## src/rtl/music_player.sv

```systemverilog
// Song sequencer and square-wave tone generator. It walks the song ROM address,
// holds each note for its duration, and puts a silent gap after every note.
module music_player #(
  parameter int CLK_FREQ   = 50000000,
  parameter int TICK_HZ    = 8,
  parameter int GAP_CYCLES = 500000
) (
  input  logic        clk,
  input  logic        reset,
  input  logic        start,
  input  logic        stop,
  input  logic        loop,
  input  logic [19:0] note,
  input  logic [4:0]  duration,
  input  logic        done,
  output logic [9:0]  number,
  output logic        speaker,
  output logic        playing,
  output logic        finished
);
  localparam int TICK_DIV = CLK_FREQ / TICK_HZ;
  localparam int TW = (TICK_DIV > 1) ? $clog2(TICK_DIV) : 1;
  localparam int GW = (GAP_CYCLES > 1) ? $clog2(GAP_CYCLES) : 1;
  localparam logic [TW-1:0] TICK_LAST = TW'(TICK_DIV - 1);
  // GAP_CYCLES of 0 or 1 both give a single gap cycle
  localparam logic [GW-1:0] GAP_LAST = (GAP_CYCLES > 0) ? GW'(GAP_CYCLES - 1) : '0;

  typedef enum logic [2:0] {IDLE, LOAD, PLAY, GAP, FINISH} state_t;

  state_t      state_q, state_d;
  logic [9:0]  number_q, number_d;
  logic        speaker_q, speaker_d;
  logic        playing_q, playing_d;
  logic        finished_q, finished_d;
  logic [19:0] note_q, note_d;
  logic [4:0]  dur_q, dur_d;
  logic [4:0]  unit_q, unit_d;
  logic [TW-1:0] tick_q, tick_d;
  logic [18:0] tone_q, tone_d;
  logic [GW-1:0] gap_q, gap_d;
  logic [18:0] half_p;

  assign half_p = note_q[19:1];

  always_comb begin
    state_d   = state_q;
    number_d  = number_q;
    speaker_d = 1'b0;
    note_d    = note_q;
    dur_d     = dur_q;
    unit_d    = unit_q;
    tick_d    = tick_q;
    tone_d    = tone_q;
    gap_d     = gap_q;
    case (state_q)
      IDLE: begin
        number_d = '0;
        if (start) state_d = LOAD;
      end
      LOAD: begin
        if (done) begin
          state_d  = FINISH;
          number_d = '0;
        end else begin
          note_d  = note;
          dur_d   = (duration == 5'd0) ? 5'd1 : duration;
          unit_d  = '0;
          tick_d  = '0;
          tone_d  = '0;
          state_d = PLAY;
        end
      end
      PLAY: begin
        if (note_q >= 20'd2) begin
          speaker_d = speaker_q;
          if (tone_q == half_p - 19'd1) begin
            tone_d    = '0;
            speaker_d = ~speaker_q;
          end else begin
            tone_d = tone_q + 19'd1;
          end
        end
        if (tick_q == TICK_LAST) begin
          tick_d = '0;
          unit_d = unit_q + 5'd1;
          if (unit_d == dur_q) begin
            state_d   = GAP;
            gap_d     = '0;
            number_d  = number_q + 10'd1;
            speaker_d = 1'b0;
          end
        end else begin
          tick_d = tick_q + TW'(1);
        end
      end
      GAP: begin
        if (gap_q == GAP_LAST) state_d = LOAD;
        else gap_d = gap_q + GW'(1);
      end
      FINISH: begin
        number_d = '0;
        state_d  = loop ? LOAD : IDLE;
      end
      default: state_d = IDLE;
    endcase
    // stop overrides everything, including a start in the same cycle
    if (stop) begin
      state_d   = IDLE;
      number_d  = '0;
      speaker_d = 1'b0;
      unit_d    = '0;
      tick_d    = '0;
      tone_d    = '0;
      gap_d     = '0;
    end
    playing_d  = (state_d == LOAD) || (state_d == PLAY) || (state_d == GAP);
    finished_d = (state_d == FINISH);
  end

  always_ff @(posedge clk) begin
    if (reset) begin
      state_q    <= IDLE;
      number_q   <= '0;
      speaker_q  <= 1'b0;
      playing_q  <= 1'b0;
      finished_q <= 1'b0;
      note_q     <= '0;
      dur_q      <= '0;
      unit_q     <= '0;
      tick_q     <= '0;
      tone_q     <= '0;
      gap_q      <= '0;
    end else begin
      state_q    <= state_d;
      number_q   <= number_d;
      speaker_q  <= speaker_d;
      playing_q  <= playing_d;
      finished_q <= finished_d;
      note_q     <= note_d;
      dur_q      <= dur_d;
      unit_q     <= unit_d;
      tick_q     <= tick_d;
      tone_q     <= tone_d;
      gap_q      <= gap_d;
    end
  end

  assign number   = number_q;
  assign speaker  = speaker_q;
  assign playing  = playing_q;
  assign finished = finished_q;
endmodule

```

## config.mk

```make
export PLATFORM = sky130hd
export DESIGN_NAME = music_player
export DESIGN_NICKNAME = d
export VERILOG_FILES = /design/src/rtl/music_player.sv
export SDC_FILE = /design/constraint.sdc
export NUM_CORES = 1
export LEC_CHECK = 0
export CORE_ASPECT_RATIO = 1.1
export CORE_MARGIN = 4
export CORE_UTILIZATION = 53
export DETAILED_ROUTE_END_ITERATION = 10
export PLACE_DENSITY_LB_ADDON = 0.2
export SYNTH_ARGS = -nofsm -noshare
export SYNTH_HDL_FRONTEND = slang
export SYNTH_SLANG_ARGS = --single-unit
```

## constraint.sdc

```tcl
create_clock -name clk -period 2.8 [get_ports clk]
set_input_delay 0.28 -clock clk [delete_from_list [all_inputs] [get_ports clk]]
set_output_delay 0.28 -clock clk [all_outputs]
set_load 0.03 [all_outputs]
```

== Word level (Yosys, flattened, before mapping) ==
Cells that the tools add are included.

* Register bits after elaboration: 107
* Input bits: 31
* Output and inout port bits: 13
* Word-level logic and storage cells: 86

* Add/subtract/negate cells: 6
* $lt $le $gt $ge: 1
* Eq/ne operators: 18
* Multiplexer cells: 31
* Bitwise gates (word level): 3
* Reductions and logical operators: 16

{| class="wikitable"
|+ Operator list
! cell !! count
|-
| 2-to-1 mux 19 bit || 6
|-
| one-hot mux 19 bit (2 select lines) || 2
|-
| 2-to-1 mux 23 bit || 2
|-
| one-hot mux 23 bit (2 select lines) || 1
|-
| adder 19 x 1 -> 19 bit, second input constant || 2
|-
| 2-to-1 mux 10 bit || 3
|-
| one-hot mux 10 bit (3 select lines) || 1
|-
| adder 23 x 1 -> 23 bit, second input constant || 1
|-
| equality test 23 bit, second input constant || 1
|-
| greater-or-equal comparator 20 x 2 -> 1 bit, second input constant || 1
|-
| equality test 19 bit || 1
|-
| equality test 19 bit, second input constant || 1
|-
| subtractor 19 x 1 -> 19 bit, second input constant || 1
|-
| 2-to-1 mux 3 bit || 6
|-
| 2-to-1 mux 5 bit || 3
|-
| one-hot mux 3 bit (5 select lines) || 1
|-
| equality test 3 x 2 -> 1 bit, second input constant || 4
|-
| inequality test 2 bit, second input constant || 6
|-
| adder 10 x 1 -> 10 bit, second input constant || 1
|-
| one-hot mux 5 bit (2 select lines) || 1
|-
| AND reduction 4 bit || 2
|-
| equality test 3 x 1 -> 1 bit, second input constant || 2
|-
| equality test 3 bit, second input constant || 2
|-
| AND reduction 3 bit || 2
|-
| 12 further kinds || 22
|}

== Longest topological paths before layout ==
Gate-level depths: netlist of run 1.

* Word-level depth: 9
* Gate-level depth with buffers: 12
* Depth with buffers taken out: 10

== Least setup slack after synthesis of run 1 ==
No wires, ideal clock.

* Path kind: register to register
* From: register note_q[1]
* To: register tone_q[2]
* Setup time: 0.127 ns
* Arrival: 2.618 ns
* Data required time: 2.673 ns
* Slack: 0.055 ns
* Cell stages (with the launch flop): 13
* Path buffers: 2
* Period minus slack after synthesis: 2.745 ns
* Cells stage by stage: dfxtp_1 -> clkbuf_1 -> inv_1 -> ha_1 -> or3b_2 -> nor3_1 -> mux2i_1 -> o211ai_1 -> nor4b_4 -> a31oi_4 -> buf_6 -> a21oi_1 -> mux2i_1

* Word-level cells in the longest chain between the ends: 5
* Elaborated cells between the ends (all ways): 8
* Classes of those cells: 1 x add/sub; 1 x order compare; 2 x eq/ne; 3 x mux; 1 x reduce/logical

{| class="wikitable"
|+ RTL lines
! what !! line !! source
|-
| from (decl) || 35 || <nowiki>logic [19:0] note_q, note_d;</nowiki>
|-
| from (signal assigned) || 139 || <nowiki>note_q <= note_d;</nowiki>
|-
| subtractor 19 x 1 -> 19 bit || 76 || <nowiki>if (tone_q == half_p - 19'd1) begin</nowiki>
|-
| equality test 19 bit || 76 ||
|-
| 2-to-1 mux 19 bit || 76 ||
|-
| 2-to-1 mux 19 bit || 74 || <nowiki>if (note_q >= 20'd2) begin</nowiki>
|-
| one-hot mux 19 bit (2 select lines) || 55 || <nowiki>case (state_q)</nowiki>
|-
| to (signal assigned) || 143 || <nowiki>tone_q <= tone_d;</nowiki>
|-
| to (decl) || 39 || <nowiki>logic [18:0] tone_q, tone_d;</nowiki>
|}

Several ways; a longest one is shown, not always the timed one. The select of a mux whose other input is x is not followed.
A chain may end at the register's enable or synchronous reset.

== Worst setup path in the final report of run 1 ==
* From: register note_q[1]
* To: register tone_q[5]

The elaborated chain is that of the path after synthesis.

==> results.yml, run 1 <==
sta:
  fin_crit_ps: 2640
  hold_violations: 0
  clock.fmax_mhz: 379
  skew_ps: 9.03
  setup_violations: 0
  tightest_slew_ps: 1030
  hold_ws_ps: 472
  fin_ws_ps: 164
  relSlewSlack_pct: 30.8
  slew_violations: 0
  period_share_pct: 94.1
cts:
  h-tree-depth: 3
  cts_made_buffers: 9
  cts_tree: "yes"
  cts.path.max_buffers: 2
  clock_sinks: 106
  cts-root-buf: "clkbuf_16"
  clk_pin_slew_ps: 70
  cts_hold_buf: 0
  clk_latency_ps: 350
power_and_ir_drop:
  power_frac_seq_pct: 50.3
  cell_internal_pwr_mw: 2.29
  power.share.clock_pct: 40.4
  p_leak_nw: 2.32
  combPwrFrac_pct: 9.3
  power_mw: 3.03
  p_sw_share_pct: 24.4
  irDropWorstVdd_mv: 0.269
  p_switching_uw: 740
  power_density_nw_per_um2: 447
die:
  start_util_pct: 54.3
  die-area_um2: 12400
  core_area_um2: 10400
  die_h_um: 116
  num_rows: 39
  die_w_um: 107
  ios: 44
global_route:
  grtUsageTotal_pct: 22.7
  antenna_found_initial: 0
  grt_pass1_wl_mm: 23.2
  grt_overflow: 0
  grt_max_degree: 38
  grt_pass1_vias: 5169
critical_path:
  path_buf_inv: 2
  start_kind: "register"
  path_delay_family: "compound AO/OA/AOI/OAI gates"
  reg2reg_depth: 11
  worstPathRequired_ps: 3030
  cpPeakStageDelay_ps: 520
  rr_endpoint: "tone_q[5]"
  ff2ff_setup_slack_ps: 160
  crit_top_cell: "mux2i_1"
  r2r_start: "note_q[1]"
  slowest_stage: "or4b_4"
  endpoint_kind: "register"
  critical_path.max_fanout: 12
  worstSetupPathType: "register to register"
  arrival_ps: 2870
  path_cells: "inv_1 -> ha_1 -> or4b_4 -> nor3_2 -> mux2i_1 -> a211oi_1 -> a21boi_4 -> a31oi_4 -> buf_12 -> a21oi_1 -> mux2i_1"
final_layout:
  multi_input_area_um2: 3430
  stdcell_area_um2: 6780
  area_growth_pct: 19.6
  diodes: 0
  fin_util_pct: 64.9
  fin_nets: 835
  register_area_um2: 2120
  fillers: 924
  drive_above_1_share_pct: 9.96
logic_synthesis:
  avgSynthCellArea_um2: 7.61
  syn-num-nets: 782
  synth_enable_flop_cells: 0
  synth_most_common_cell: "nand2_1"
  ys.flop_type: "dfxtp_1"
  async_flop_share_pct: 0
  yosys-top-cells-count: "nand2_1 (109), dfxtp_1 (106), nor2_1 (91), a21oi_1 (63), nand3_1 (47)"
  synth.cell_area_um2: 5670
  synthCells: 745
  synth_top_area_share_pct: 37.4
  synth_top_cell_by_area: "dfxtp_1"
  ys_seq_elements: 106
  yosys-top-cells-area: "dfxtp_1 (37%), nand2_1 (7.2%), nor2_1 (6.0%), a21oi_1 (5.6%), xnor2_1 (4.9%)"
  yosysSeqAreaShare_pct: 37.4
  synth_warnings: 0
  ys_types: 60
placed_design:
  post-place-ws_ps: -56.6
  place_area_um2: 6340
  gp_congestion: 0.900
  hpwlAfterDp_mm: 9.70
  port_buffers: 42
drt:
  remaining_drc_errors: 0
  via_per_inst: 5.70
  antenna_left: 0
  wl_per_cell_um: 14.7
  dr.pass1.iters: 5
  drt_iter0_drc: 215
  routed_wl_mm: 13.9
  vias: 5394
run_status:
  status: "complete, no violations"
hold_path:
  hold_path_end: "tick_q[22]"
  min_from: "tick_q[22]"
  hold_class: "register to register"
  hold_depth: 1
run:
  cap_violations: 0
[placed cells by master, fill, tap and decap left out, drive strengths merged, types with 3 or more instances in the layout]
cell type and n:
nor3 34, a311oi 9, dfxtp 106, clkbuf 11
nand3 47, inv 18, or2 4, and3 20
nand4 10, nor3b 5, nor2 92, a211oi 3
clkdlybuf4s50 42, or4 4, nor2b 4, nand2b 6
nand2 109, nand3b 8, nor4 15, a21oi 63
nor4b 5, a31oi 7, o21ai 38, ha 6
buf 36, xor2 22, mux2i 7, or3 12
xnor2 32
[power groups by stage]
stage / clock, mW / sequential [mW] / combinational, mW
after floorplan: 0 / 1.56 / 0.151
after global placement: 0 / 1.56 / 0.247
after detailed placement: 0 / 1.56 / 0.253
after CTS: 1.26 / 1.53 / 0.259
after global routing: 1.32 / 1.53 / 0.308
final: 1.22 / 1.53 / 0.281
[worst max path at each step]
stage                    start    endpoint  slack (ps)  cells after the start
global placement     note_q[1]  tone_q[10]          40                     10
floorplan            note_q[1]   tone_q[2]          60                     12
global route         note_q[2]   tone_q[5]          -3                     12
CTS                  note_q[3]   tone_q[0]         -30                      8
finish               note_q[1]   tone_q[5]         160                     11
detailed placement  note_q[10]   tone_q[5]         -60                      9
[worst register-to-register path: cells and delay by family (launching register included)]
family	cells	cell delay [ps]
AO/OA/AOI/OAI	4	880
AND/OR/NAND/NOR	2	720
flip-flops	1	340
buffers and inverters	2	220
multiplexers	2	190
adder cells (fa/ha/maj)	1	170
[timing repair]
action | 4_1_cts | 5_1_grt
hold endpoints to repair | 0 | 0
cloned | 1 | 1
pin swaps | 2 | 5
setup endpoints to repair | 17 | 21
setup buffers | 0 | 4
gates resized for setup | 3 | 14
[metrics by stage]
stage | setup TNS, ps | cells
2_1_floorplan | 0 | 745
4_1_cts | -187 | 941
5_1_grt | -3.09 | 946
6_report | 0 | 946
3_5_place_dp | -314 | 924
3_3_place_gp | 0 | 924
[flip-flops by register name (all words and copies together), names as in the netlist]
register	count
gap_q	19
unit_q	5
speaker	1
tone_q	19
finished	1
number	10
state_q	3
dur_q	5
playing	1
tick_q	23
note_q	19
[cell families (layout without fill, tap and decap cells)]
| kind of cell | after synthesis | in the layout | synth area share, % |
|---|---|---|---|
| AND/OR/NAND/NOR | 382 | 382 | 33.3 |
| AO/OA/AOI/OAI | 137 | 139 | 14.4 |
| flip-flops | 106 | 106 | 37.4 |
| XOR/XNOR | 54 | 54 | 8.35 |
| buffers and inverters | 53 | 109 | 3.97 |
| multiplexers | 7 | 7 | 1.24 |
| adder cells (fa/ha/maj) | 6 | 6 | 1.32 |
[area by class of cell]
type	instances	share of cell area, %
Sequential cell	106	31.3
Inverter	15	0.831
Tap cell	143	2.64
Clock inverter	5	0.646
Clock buffer	11	3.58
Timing Repair Buffer	78	10.4
Multi-Input combinational cell	588	50.6
[layer usage]
| metal | part of all wire (%) | global-route usage, % | vias up |
|---|---|---|---|
| li1 | - | - | 2733 |
| met1 | 42 | 26.2 | 2511 |
| met2 | 52 | 41.6 | 113 |
| met3 | 3.0 | 3.10 | 37 |
| met4 | 3.2 | 10.4 | 0 |
| met5 | 0 | 0 | - |
No activity file was read; power rests on OpenSTA's default activity.
==> run 2: changes to the inputs <==
--- a/config.mk
+++ b/config.mk
@@ -5,9 +5,10 @@
 export SDC_FILE = /design/constraint.sdc
 export NUM_CORES = 1
 export LEC_CHECK = 0
+export ABC_AREA = 1
 export CORE_ASPECT_RATIO = 1.1
 export CORE_MARGIN = 4
-export CORE_UTILIZATION = 53
+export CORE_UTILIZATION = 54
 export DETAILED_ROUTE_END_ITERATION = 10
 export PLACE_DENSITY_LB_ADDON = 0.2
 export SYNTH_ARGS = -nofsm -noshare
==> run 2 against run 1 <==
Synthesized cell count increased by 42%; global-route usage increased by 1.6 points; area after synthesis increased by 19%; first-iteration DRC count increased by 150%; critical endpoint is now tone_q[11].
==> results.yml, run 2 <==
final_layout:
  top_register: "tick_q"
  final_common_cell: "nand2_1"
  drive_above_1_share_pct: 6.78
  instances_no_fill: 1246
  fin_nets: 1124
  layout_common_cells: "nand2_1 (291), nor2_1 (148), dfxtp_1 (106)"
  largest_reg_flops: 23
  area_growth_pct: 12.4
  diodes: 0
sta:
  skew_ps: 9.90
  clock.fmax_mhz: 440
  slew_violations: 0
  hold_violations: 0
  period_share_pct: 81.1
  tightest_slew_ps: 728
  relSlewSlack_pct: 51.5
  rsz0062_at_grt: "false"
  fin_tns_setup_ps: 0
  setup_violations: 0
  fin_crit_ps: 2270
  fin_ws_ps: 529
die:
  core_area_um2: 12100
  die-area_um2: 14400
  die_h_um: 125
  start_util_pct: 55.7
  num_rows: 42
  die_w_um: 115
  ios: 44
logic_synthesis:
  yosys-top-cells-count: "nand2_1 (291), nor2_1 (148), dfxtp_1 (106), inv_1 (105), a21oi_1 (79)"
  yosys-top-cells-area: "dfxtp_1 (31%), nand2_1 (16%), nor2_1 (8.2%), a21oi_1 (5.8%), inv_1 (5.8%)"
  synth_warnings: 0
  synthAdderAreaFrac_pct: 1.11
  async_flop_share_pct: 0
  yosysSeqAreaShare_pct: 31.4
  ys_seq_elements: 106
  synth_top_area_share_pct: 31.4
  avgSynthCellArea_um2: 6.38
  synth_enable_flop_cells: 0
  synthCells: 1059
  synth.cell_area_um2: 6760
  synth_most_common_cell: "nand2_1"
  ys_types: 51
  synth_xor_area_share_pct: 7.09
  synth-compound-area-share_pct: 12.3
  synth_top_family_by_area: "simple AND/OR/NAND/NOR gates"
  synthMuxAreaShare_pct: 0.148
  synth_simple_gate_area_share_pct: 39.1
  syn-num-nets: 1096
  ys.flop_type: "dfxtp_1"
  synth_top_cell_by_area: "dfxtp_1"
placed_design:
  port_buffers: 42
  placed_cells: 1230
  hpwlAfterDp_mm: 12.2
  post-place-ws_ps: 554
  gp_congestion: 0.921
critical_path:
  critical_path.max_fanout: 20
  worstPathRequired_ps: 3010
  crit_top_cell: "nand2_1"
  worstSetupPathType: "register to register"
  start_kind: "register"
  cpPeakStageDelay_ps: 340
  endpoint_kind: "register"
  slowest_stage: "dfxtp_1"
  arrival_ps: 2480
  path_cells: "inv_1 -> ha_1 -> nand2_1 -> nor2_2 -> nand2_1 -> o21bai_1 -> nand2_1 -> nand2_1 -> nand3_1 -> nor2_1 -> nand3_1 -> buf_4 -> nand2_1 -> a21oi_1"
cts:
  h-tree-depth: 3
  cts_resized: 0
  cts_setup_buffers: 0
  cts_hold_buf: 0
  cts-root-buf: "clkbuf_16"
  cts_made_buffers: 9
  clk_latency_ps: 360
  cts_tree: "yes"
  clock_sinks: 106
  clk_pin_slew_ps: 80
  cts.path.max_buffers: 2
global_route:
  grtUsageTotal_pct: 24.3
  grt_overflow: 0
  grt_pass1_vias: 6178
  antenna_found_initial: 0
  grt_max_degree: 66
  grt_pass1_wl_mm: 29.0
power_and_ir_drop:
  power_density_nw_per_um2: 433
  power_mw: 3.29
  irDropWorstVdd_mv: 0.343
  p_leak_nw: 2.98
run_status:
  status: "complete, no violations"
drt:
  routed_wl_mm: 16.9
  via_per_inst: 5.40
  antenna_left: 0
  remaining_drc_errors: 0
  drt_iter0_drc: 529
  dr.pass1.iters: 5
  vias: 6730
  wl_per_cell_um: 13.6
run:
  cap_violations: 0
hold_path:
  hold_class: "input pin to register"
-- run 2: kinds of logic (layout without fill, tap and decap cells) --
kind of cell    Yosys count  after routing
simple gates            605            605
compound gates          140            140
buf+inv                 148            181
fa+ha+maj                 6              6
xor+xnor                 53             53
mux                       1              1
flops                   106            106
-- run 2: area by class of cell --
cell class / instances / area [µm²]
Fill cell: 1189 / 4540
Multi-Input combinational cell: 805 / 4040
Sequential cell: 106 / 2120
Timing Repair Buffer: 53 / 503
Inverter: 112 / 423
Clock buffer: 10 / 239
Tap cell: 154 / 193
Clock inverter: 6 / 76.3
-- run 2: metal layers --
metal	part of all wire (%)	routed length (µm)	GRT usage, %
met1	48	8100	34.2
met2	46	7700	38.2
met3	4.6	771	2.95
met4	2.0	332	8.39
met5	0	0	0
-- run 2: worst paths after layout --
kind,from,endpoint,slack [ps],cells after the start
hold / removal,note[16],note_q[16],490,3
setup reg to reg,note_q[1],tone_q[11],530,14
hold reg to reg,unit_q[1],unit_q[1],490,2
setup / recovery,note_q[1],tone_q[11],530,14
-- run 2: worst max-delay path, delay by kind of cell, from the launching register on --
kind	cells	cell delay [ps]
adder cells (fa/ha/maj)	1	230
flip-flops	1	340
AND/OR/NAND/NOR	9	920
buffers and inverters	2	370
AO/OA/AOI/OAI	2	240
-- run 2: power by group --
group | total [mW] | internal, mW | leakage [nW] | switching [mW]
combinational | 0.406 | 0.149 | 1.97 | 0.258
clock | 1.35 | 0.730 | 0.152 | 0.621
sequential | 1.54 | 1.52 | 0.855 | 0.0165
total | 3.29 | 2.40 | 2.98 | 0.896
-- run 2: metrics by stage --
step | hold slack, ps | util, % | instance area [µm²]
floorplan | 428 | - | 6760
global placement | 473 | 60.0 | 7280
detailed placement | 474 | 60.0 | 7280
CTS | 480 | 62.6 | 7600
global route | 504 | 62.6 | 7600
finish | 488 | 62.6 | 7600
